**config.mk**
```make
export PLATFORM = sky130hd
export DESIGN_NAME = uart_rx_deserializer
export DESIGN_NICKNAME = d
export VERILOG_FILES = /design/src/rtl/uart_rx_deserializer.sv
export SDC_FILE = /design/constraint.sdc
export NUM_CORES = 1
export LEC_CHECK = 0
export BUFFER_PORTS_ARGS = -buffer_cell sky130_fd_sc_hd__buf_2
export CORE_AREA = 2 2 121 64
export DETAILED_ROUTE_END_ITERATION = 6
export DIE_AREA = 0 0 123 66
export SLEW_MARGIN = 20
export SYNTH_ARGS = -nofsm -noshare
export SYNTH_HDL_FRONTEND = slang
export SYNTH_SLANG_ARGS = --single-unit
export TNS_END_PERCENT = 20
```
**constraint.sdc**
```tcl
create_clock -name clk -period 6.7 [get_ports clk]
set_clock_uncertainty 0.05 [all_clocks]
set_input_delay 0.335 -clock clk [delete_from_list [all_inputs] [get_ports clk]]
set_output_delay 0.335 -clock clk [all_outputs]
set_load 0.01 [all_outputs]
```
**src/rtl/uart_rx_deserializer.sv**
```systemverilog
// Oversampled UART receiver: start-bit detect, 2-of-3 majority bit sampling,
// optional parity check and stop-bit check, with single-cycle result pulses.
module uart_rx_deserializer #(
  parameter int unsigned data_width = 8
) (
  input  logic                  clk,
  input  logic                  rst,
  input  logic                  RX_IN,
  input  logic [5:0]            prescale,
  input  logic                  PAR_EN,
  input  logic                  PAR_TYP,
  output logic [data_width-1:0] P_DATA,
  output logic                  data_valid,
  output logic                  par_err,
  output logic                  stp_err
);

  localparam int unsigned CntW = (data_width > 1) ? $clog2(data_width) : 1;

  typedef enum logic [2:0] {IDLE, START, DATA, PARITY, STOP} state_e;

  state_e                state_q;
  logic [5:0]            edge_cnt_q;
  logic [CntW-1:0]       bit_cnt_q;
  logic [data_width-1:0] shift_q;
  logic [5:0]            p_q;
  logic                  par_en_q;
  logic                  par_typ_q;
  logic                  s0_q;
  logic                  s1_q;
  logic                  bit_q;
  logic                  par_fail_q;

  logic [5:0] half;
  logic       at_last;
  logic       maj;
  logic       legal_p;

  always_comb begin
    half    = p_q >> 1;
    at_last = (edge_cnt_q == p_q - 6'd1);
    maj     = (s0_q & s1_q) | (s0_q & RX_IN) | (s1_q & RX_IN);
    legal_p = (prescale == 6'd8) || (prescale == 6'd16) || (prescale == 6'd32);
  end

  always_ff @(posedge clk) begin
    if (rst) begin
      state_q    <= IDLE;
      edge_cnt_q <= '0;
      bit_cnt_q  <= '0;
      shift_q    <= '0;
      p_q        <= 6'd8;
      par_en_q   <= 1'b0;
      par_typ_q  <= 1'b0;
      s0_q       <= 1'b0;
      s1_q       <= 1'b0;
      bit_q      <= 1'b0;
      par_fail_q <= 1'b0;
      P_DATA     <= '0;
      data_valid <= 1'b0;
      par_err    <= 1'b0;
      stp_err    <= 1'b0;
    end else begin
      data_valid <= 1'b0;
      par_err    <= 1'b0;
      stp_err    <= 1'b0;

      if (state_q != IDLE) begin
        if (edge_cnt_q == half - 6'd1) s0_q <= RX_IN;
        if (edge_cnt_q == half)        s1_q <= RX_IN;
        if (edge_cnt_q == half + 6'd1) bit_q <= maj;
        edge_cnt_q <= at_last ? 6'd0 : edge_cnt_q + 6'd1;
      end

      unique case (state_q)
        IDLE: begin
          // The detect cycle itself is edge 0 of the start bit.
          if (!RX_IN) begin
            state_q    <= START;
            edge_cnt_q <= 6'd1;
            bit_cnt_q  <= '0;
            par_fail_q <= 1'b0;
            p_q        <= legal_p ? prescale : 6'd8;
            par_en_q   <= PAR_EN;
            par_typ_q  <= PAR_TYP;
          end
        end
        START: begin
          if (at_last) state_q <= bit_q ? IDLE : DATA;
        end
        DATA: begin
          if (at_last) begin
            shift_q   <= {bit_q, shift_q[data_width-1:1]};
            bit_cnt_q <= bit_cnt_q + 1'b1;
            if (bit_cnt_q == CntW'(data_width - 1)) state_q <= par_en_q ? PARITY : STOP;
          end
        end
        PARITY: begin
          if (at_last) begin
            if (bit_q != (^shift_q ^ par_typ_q)) begin
              par_err    <= 1'b1;
              par_fail_q <= 1'b1;
            end
            state_q <= STOP;
          end
        end
        STOP: begin
          if (at_last) begin
            if (!bit_q) begin
              stp_err <= 1'b1;
            end else if (!par_fail_q) begin
              data_valid <= 1'b1;
              P_DATA     <= shift_q;
            end
            state_q <= IDLE;
          end
        end
        default: state_q <= IDLE;
      endcase
    end
  end

endmodule

```
### Yosys cells after proc, flatten, opt, wreduce, memory -nomap -nowiden

Index checks and enable logic that the tools add are counted.

* $add $sub $neg: 5
* equal/unequal tests: 20
* multiplexer cells: 24
* bitwise operators: 12
* reductions and logical operators: 19

Operator list (number)
* 6-bit 2-to-1 mux: 5
* 3-bit 2-to-1 mux: 9
* 6-bit == test: 3
* 3-bit case mux with 5 select lines: 1
* 2-bit != test (second input constant): 7
* 2-bit AND reduction: 5
* 4-bit AND reduction: 2
* 8-bit parity: 1
* 5-bit by 1-bit adder with 6-bit output (second input constant): 1
* 6-bit by 1-bit adder with 6-bit output (second input constant): 1
* 3-bit by 2-bit == test with 1-bit output (second input constant): 2
* 3-bit == test (second input constant): 2
* 6-bit by 4-bit == test with 1-bit output (second input constant): 1
* 6-bit by 5-bit == test with 1-bit output: 1
* 6-bit by 5-bit == test with 1-bit output (second input constant): 1
* 6-bit == test (second input constant): 1
* 1-bit 2-to-1 mux: 6
* 1-bit NOT: 6
* 3-bit case mux with 2 select lines: 1
* 6-bit AND reduction: 1
* 3-bit OR reduction: 2
* 5-bit by 1-bit subtractor with 6-bit output (second input constant): 1
* 6-bit by 1-bit subtractor with 6-bit output (second input constant): 1
* 2-bit nonzero test: 2
* 13 further kinds: 17

* flip-flop bits (word level): 43
* bits of input ports: 11
* output and inout port bits: 11
* logic and storage cells: 95

### Depth between registers and ports, before layout

Gate-level depths: netlist of the first run.

* depth after elaboration: 6
* gate-level depth with buffers: 9
* gate-level depth less buffers: 7

### Worst setup path before layout of the first run

No wires, ideal clock.

* kind: register to register
* start: register p_q[2]
* end: register state_q[1]
* arrival: 2.154 ns
* data required time: 6.529 ns
* setup slack: 4.375 ns
* stages on the path, launching flop included: 9
* period minus slack after synthesis: 2.325 ns
* cell sequence: dfxtp_1 > buf_2 > inv_1 > ha_1 > a21boi_4 > nand3_2 > a211o_4 > o31a_4 > mux2_4

* longest elaborated chain between the ends: 4

RTL lines
* from (decl): RTL line 26 `logic [5:0] p_q;`
* from (signal assigned): RTL line 83 `p_q <= legal_p ? prescale : 6'd8;`
* 6-bit by 1-bit subtractor with 6-bit output (*): RTL line 41 `at_last = (edge_cnt_q == p_q - 6'd1);`
* 6-bit == test (*): RTL line 41
* 2-bit != test (no source line)
* 6-bit AND reduction (no source line) (*)
* to (signal assigned): RTL line 89 `if (at_last) state_q <= bit_q ? IDLE : DATA;`
* to (signal assigned): RTL line 95 `if (bit_cnt_q == CntW'(data_width - 1)) state_q <= par_en_q ? PARITY : STOP;`
* to (decl): RTL line 22 `state_e state_q;`

Every way passes the cells marked *; elsewhere a longest branch is shown, timed or not.
A chain may end at the register's enable or synchronous reset.

### Worst setup path after layout of the first run

* start: register p_q[2]
* end: register bit_cnt_q[1]

* longest elaborated chain between the ends: 4

RTL lines
* 6-bit by 1-bit subtractor with 6-bit output: RTL line 41
* 6-bit == test: RTL line 41
* 2-bit != test (no source line)
* 3-bit AND reduction (no source line)
* to (signal assigned): RTL line 94 `bit_cnt_q <= bit_cnt_q + 1'b1;`
* to (decl): RTL line 24 `logic [CntW-1:0] bit_cnt_q;`

Every way passes these cells.

==> results.md, run 1 <==
* Status: finished clean
* Final setup violation count at 0
* Slew Viols, Final at 0
* Longest Clk Path Bufs at 2
* Area contributors post-synth: dfxtp_1 (33%), mux2i_1 (6.5%), xnor2_1 (4.4%)
* CTS root buf: clkbuf_16
* Startpoint types: register
* Vias at 2,131
* Fillers at 714
* Final count of hold timing violations at 0
* Synth Flop Type: dfxtp_1
* Syn_nets at 315
* Worst vdd ir at 0.117 mV
* Post-synth EDFFs at 0
* Leak pwr at 0.00112 uW
* Post-synthesis cell count at 297
* Hold slack at 232 ps
* Resize count post-CTS at 0
* Die area at 8120 sq um
* Placed cell area at 2700 sq um
* Pre-antenna DRT Iters at 4
* CTS buffer count at 5
* Antenna cells at 0
* Worst Path Required at 6880 ps
* Internal power at 477 uW
* Comb power frac at 14.6%
* CTS clk-pin slew, worst paths at 70 ps
* Post-synth ARST share at 0%
* RD Place Congestion at 0.872
* NetSw at 186 uW
* Worst Path Max Fanout at 9
* Initial antenna violation count at 0
* Sequential Power Share at 42.7%
* Post-CTS Hold Buffers at 0
* Die Span Y at 66 um
* Top-Level Pins at 22
* IO Port Bufs at 21
* Area growth syn-to-layout at 9.90%
* Share of layout cells above drive strength 1 at 14.9%
* Placed cell count at 392
* Mapped Area at 2600 sq um
* Nets at 321
* Drt drc at 0
* Min cycle time layout at 2550 ps
* Synth unique cells at 57
* Starting Density at 36.7%
* Most common cell in the synthesized netlist: dfxtp_1
* Routed WL at 6.31 mm
* CP Data Arrival Time at 2730 ps
* Design Area, Final at 2860 sq um
* Hpwl dp at 4.62 mm
* Fin cells at 399
* Critical path class: register to register
* Top cells by count, synth: dfxtp_1 (43), nor2_1 (22), nand3_1 (19)
* Initial drt markers at 156
* Hold Path Class: input pin to register
* Worst Tran Pin Value at 964 ps
* Row count at 22
* Pwr/cell area at 232 nW/um^2
* Final period util at 38.1%
* Setup TNS at 0 ps
* Synth warn at 0
* Sink Count at 43
* Die width at 123 um
* Yosys top cell area share at 33.1%
* Post-DRT Antenna Nets at 0
* Fraction of power spent switching nets at 28.0%
* Routed wire per std cell at 15.8 um
* Vias in the first global route at 1,822
* RSZ-0062 raised after global routing: false
* Tot Pwr at 663 uW
* CTS tree: done
* Relative slew slack at 35.5%
* Clock share of power at 42.7%
* Core region area at 7100 sq um
* # H-tree levels at 2
* CP Capture Type: register
* Syn_area_per_cell at 8.77 sq um
* Vias per cell at 5.34
* Synth area leader: dfxtp_1
* Max Freq at 392 MHz
* First-pass GRT wire length at 10.2 mm
* Largest net degree at the start of global routing at 43
* Post CTS Setup Buffer Count at 0
* Synth Register Bits at 43
* Total GRT Usage at 16.9%
* Total congestion overflow at 0
* Register area share after synthesis at 33.1%
* Max-cap violations at 0
* Worst-skew pair later-pin latency at 290 ps
[layout make-up]
class,instances,area [sq um],share of cell area [%]
inverter,8,30.0,1.05
clock buffer,5,125,4.37
tap,96,120,4.20
timing repair buffer,22,113,3.94
sequential,43,861,30.1
multi-input combinational,223,1580,55.1
clock inverter,2,37.5,1.31
[per-layer routing]
layer | track usage, % | vias to the layer above | share of wire [%]
li1 | - | 1058 | -
met1 | 28.1 | 1001 | 56
met2 | 18.9 | 65 | 35
met3 | 5.86 | 7 | 7.9
met4 | 4.26 | 0 | 1.0
met5 | 0 | - | 0
[layout by cell type, fill, tap and decap left out, types with 3 or more instances in the layout]
| master | netlist | final |
|---|---|---|
| nor4_1 | 5 | 5 |
| or3_1 | 3 | 3 |
| nor2_1 | 22 | 22 |
| nand2b_1 | 18 | 18 |
| nand3_1 | 19 | 19 |
| o21ai_0 | 18 | 18 |
| o22ai_1 | 3 | 3 |
| nor3_1 | 9 | 9 |
| dfxtp_1 | 43 | 43 |
| mux2i_1 | 17 | 17 |
| nand2_1 | 12 | 12 |
| buf_2 | 8 | 21 |
| a21oi_1 | 18 | 18 |
| ha_1 | 7 | 7 |
| xnor2_1 | 13 | 13 |
| xor2_1 | 13 | 13 |
| inv_1 | 8 | 8 |
| clkbuf_16 | 0 | 5 |
| nand4_1 | 3 | 3 |
[logic make-up after synthesis]
logic type	count (synthesis)	synth area share, %
compound gates	60	16.4
xor+xnor	28	10.2
fa+ha+maj	7	3.36
buf+inv	31	6.44
flops	43	33.1
mux	18	7.11
simple gates	110	23.4
[power by group through the flow]
stage,sequential (uW),clock (uW),combinational (uW)
6_report,283,283,96.7
5_1_grt,285,296,107
4_1_cts,283,287,95.1
3_5_place_dp,289,0,94.2
3_3_place_gp,289,0,93.2
2_1_floorplan,276,0,89.0
[path summary, 6_finish.rpt]
kind / from / to / slack [ps] / cells past startpoint
max: p_q[2] / bit_cnt_q[1] / 4150 / 7
max reg2reg: p_q[2] / bit_cnt_q[1] / 4150 / 7
min: PAR_TYP / par_typ_q / 230 / 3
min reg2reg: P_DATA[0] / P_DATA[0] / 430 / 2
[flip-flops by register name, summed over array words and instances, names as in the netlist, 3 cells and up]
register and cells:
P_DATA 8, shift_q 8, p_q 6, edge_cnt_q 6, state_q 3, bit_cnt_q 3
[stage by stage]
step / utilization (%) / setup WS, ps
floorplan: - / 4380
global placement: 38.0 / 4290
detailed placement: 38.0 / 4180
CTS: 40.3 / 4160
global route: 40.3 / 3940
finish: 40.3 / 4150
[worst max-delay path: stages, from the launching register on]
cell and delay, ps:
dfxtp_1 510, inv_1 150, ha_1 240, a21boi_4 220, nand3_2 180, a211oi_2 490, and3_1 420, mux2i_1 230
(Power assumes the default switching activity.)
==> run 2: changes to the inputs <==
- ABC_AREA: not set -> 1
- CORE_AREA: 2 2 121 64 -> 2 2 116 62
- DIE_AREA: 0 0 123 66 -> 0 0 118 64
- clock period: 6.7 -> 2.1 ns (I/O delays scaled with it)
==> run 2 against run 1 <==
Effect of this change:
- combinational power grew to 6.5 times the previous value
- critical path type unchanged
- sequential power rose to 3.3 times the previous value
- synthesized cell count increased by 17%
- sequential share of layout area is essentially flat
- via count up 3.8%
- global-route usage is 0.22 points lower
- synthesized area fell by 7.9%
- flip-flop and latch count unchanged
- cell count up 19%
==> results.md, run 2 <==
* Worst-skew pair later-pin latency at 290 ps
* Routed wire per std cell at 12.5 um
* Initial antenna violation count at 0
* Hold-critical path depth at 2
* Worst Path Max Fanout at 7
* # H-tree levels at 2
* Relative slew slack at 72.2%
* First-pass GRT wire length at 9.81 mm
* Slew Viols, Final at 0
* Synth warn at 0
* Reg area at 865 sq um
* Setup TNS at 0 ps
* Flop2flop setup slack at 170 ps
* Leak pwr at 0.00141 uW
* Initial drt markers at 222
* Vias in the first global route at 1,920
* Drt drc at 0
* Yosys top cell area share at 35.9%
* Fin cells at 473
* Pwr/cell area at 859 nW/um^2
* Nets at 398
* Sink Count at 43
* CTS buffer count at 5
* Top-Level Pins at 22
* Post-synth ARST share at 0%
* Top cells by count, synth: nand2_1 (79), nor2_1 (62), inv_1 (46), dfxtp_1 (43), nand3_1 (16)
* Synth Register Bits at 43
* RD Place Congestion at 0.926
* Hold path start: rst
* Register area share after synthesis at 35.9%
* Reg-to-reg startpoint: p_q[0]
* Total GRT Usage at 16.7%
* Post-synthesis cell count at 347
* Synth area leader: dfxtp_1
* Placed cell count at 461
* Worst vdd ir at 0.426 mV
* IO Port Bufs at 21
* Most common cell in the synthesized netlist: nand2_1
* Share of layout cells above drive strength 1 at 16.5%
* Die Span Y at 64 um
* Starting Density at 37.0%
* Core region area at 6490 sq um
* Total congestion overflow at 0
* Syn_nets at 365
* Die width at 118 um
* Hpwl dp at 4.54 mm
* Final count of hold timing violations at 0
* Area growth syn-to-layout at 19.8%
* Vias per cell at 4.67
* Antenna cells at 0
* Post-synth EDFFs at 0
* Max Freq at 519 MHz
* Min cycle time layout at 1930 ps
* Reg-to-reg critical path endpoint: shift_q[7]
* Synth unique cells at 35
* CTS root buf: clkbuf_16
* CTS clk-pin slew, worst paths at 70 ps
* Longest Clk Path Bufs at 2
* Final period util at 91.7%
* Startpoint types: register
* CP Capture Type: register
* Most frequent cells in the layout: nand2_1 (77), nor2_1 (61), inv_1 (43)
* Syn_area_per_cell at 6.91 sq um
* CP Data Arrival Time at 2100 ps
* Status: finished clean
* CTS tree: done
* Worst Tran Pin Value at 415 ps
* Row count at 21
* Fillers at 664
* Pre-antenna DRT Iters at 4
* Commonest non-fill, non-tap cell in the layout: nand2_1
* Routed WL at 5.92 mm
* Max-cap violations at 0
* RSZ-0062 raised after global routing: false
* Final setup violation count at 0
* Footprint of the multi-input gates at 1330 sq um
* Synth Flop Type: dfxtp_1
* Die area at 7550 sq um
* Mapped Area at 2400 sq um
* Critical path class: register to register
* Worst Path Required at 2280 ps
* Hold Path Class: input pin to register
* Vias at 2,211
* R2R depth at 13
* Area contributors post-synth: dfxtp_1 (36%), nand2_1 (12%), nor2_1 (9.7%)
* Post-DRT Antenna Nets at 0
* Largest net degree at the start of global routing at 28
* Hold Path End: bit_cnt_q[1]
* Biggest regs: P_DATA x8, shift_q x8
==> run 2: cell types whose count changed after synthesis, moves of 5 or more <==
cell	before	now
a21oi_1	18	13
inv_1	8	46
nand2_1	12	79
clkbuf_1	8	1
o21ai_0	18	13
mux2i_1	17	0
buf_2	8	1
nand2b_1	18	0
nor2_1	22	62
==> run 2: worst max-delay path by stage <==
stage / startpoint / to / depth (start not counted)
6_report: p_q[0] / shift_q[7] / 13
5_1_grt: p_q[2] / shift_q[7] / 13
4_1_cts: p_q[0] / shift_q[5] / 13
3_5_place_dp: p_q[0] / shift_q[5] / 13
3_3_place_gp: p_q[0] / shift_q[6] / 13
2_1_floorplan: p_q[1] / P_DATA[0] / 13
==> run 2: worst max-delay path: stages (launching register included) <==
cell and delay [ps]:
dfxtp_2 350, inv_2 60, ha_4 260, inv_1 30, nand2_1 50, nand2_1 60
nor2_2 100, nand3_2 100, nor2_4 130, nand2_4 100, nor2_4 210, buf_6 140
o21ai_0 70, a21oi_1 130
==> run 2: layout make-up <==
class,instances,share of cell area (%)
repair buffers,32,6.84
multi-input cells,247,46.4
clock buffers,5,4.36
clock inverters,3,1.52
flip-flops and latches,43,30.1
well taps,92,4.01
inverters,51,6.75
==> run 2: logic make-up after synthesis <==
kind of cell	synth area share, %
xor+xnor	7.67
flops	35.9
buf+inv	9.96
simple gates	34.2
fa+ha+maj	4.07
compound gates	8.19
==> run 2: power by group <==
| part | total (uW) | internal [uW] | switching, uW |
|---|---|---|---|
| clock network | 903 | 561 | 342 |
| logic | 627 | 209 | 418 |
| registers | 937 | 875 | 61.3 |
| total | 2470 | 1650 | 821 |
==> run 2: what timing repair did <==
item | CTS | global route
setup buffers | 0 | 2
hold buffers | 2 | 0
hold endpoints to repair | 2 | 0
resized for setup | 0 | 15
setup endpoints to repair | 0 | 26
==> run 2: per-stage QoR <==
| step | instance area, sq um | hold WS [ps] | worst slack, ps | power, uW | util (%) |
|---|---|---|---|---|---|
| 3_3_place_gp | 2620 | 247 | 106 | 1550 | 40.4 |
| 4_1_cts | 2810 | 43.0 | 79.1 | 2450 | 43.3 |
| 2_1_floorplan | 2400 | 158 | 284 | 1370 | - |
| 5_1_grt | 2870 | 67.0 | 3.05 | 2610 | 44.3 |
| 6_report | 2870 | 42.0 | 174 | 2470 | 44.3 |
| 3_5_place_dp | 2620 | 264 | 93.4 | 1540 | 40.4 |
==> run 2: per-layer routing <==
layer / vias up / wire [um] / global-route usage, %
li1: 1164 / - / -
met1: 983 / 3440 / 27.6
met2: 62 / 2000 / 20.3
met3: 2 / 462 / 3.84
met4: 0 / 27 / 4.07
met5: - / 0 / 0
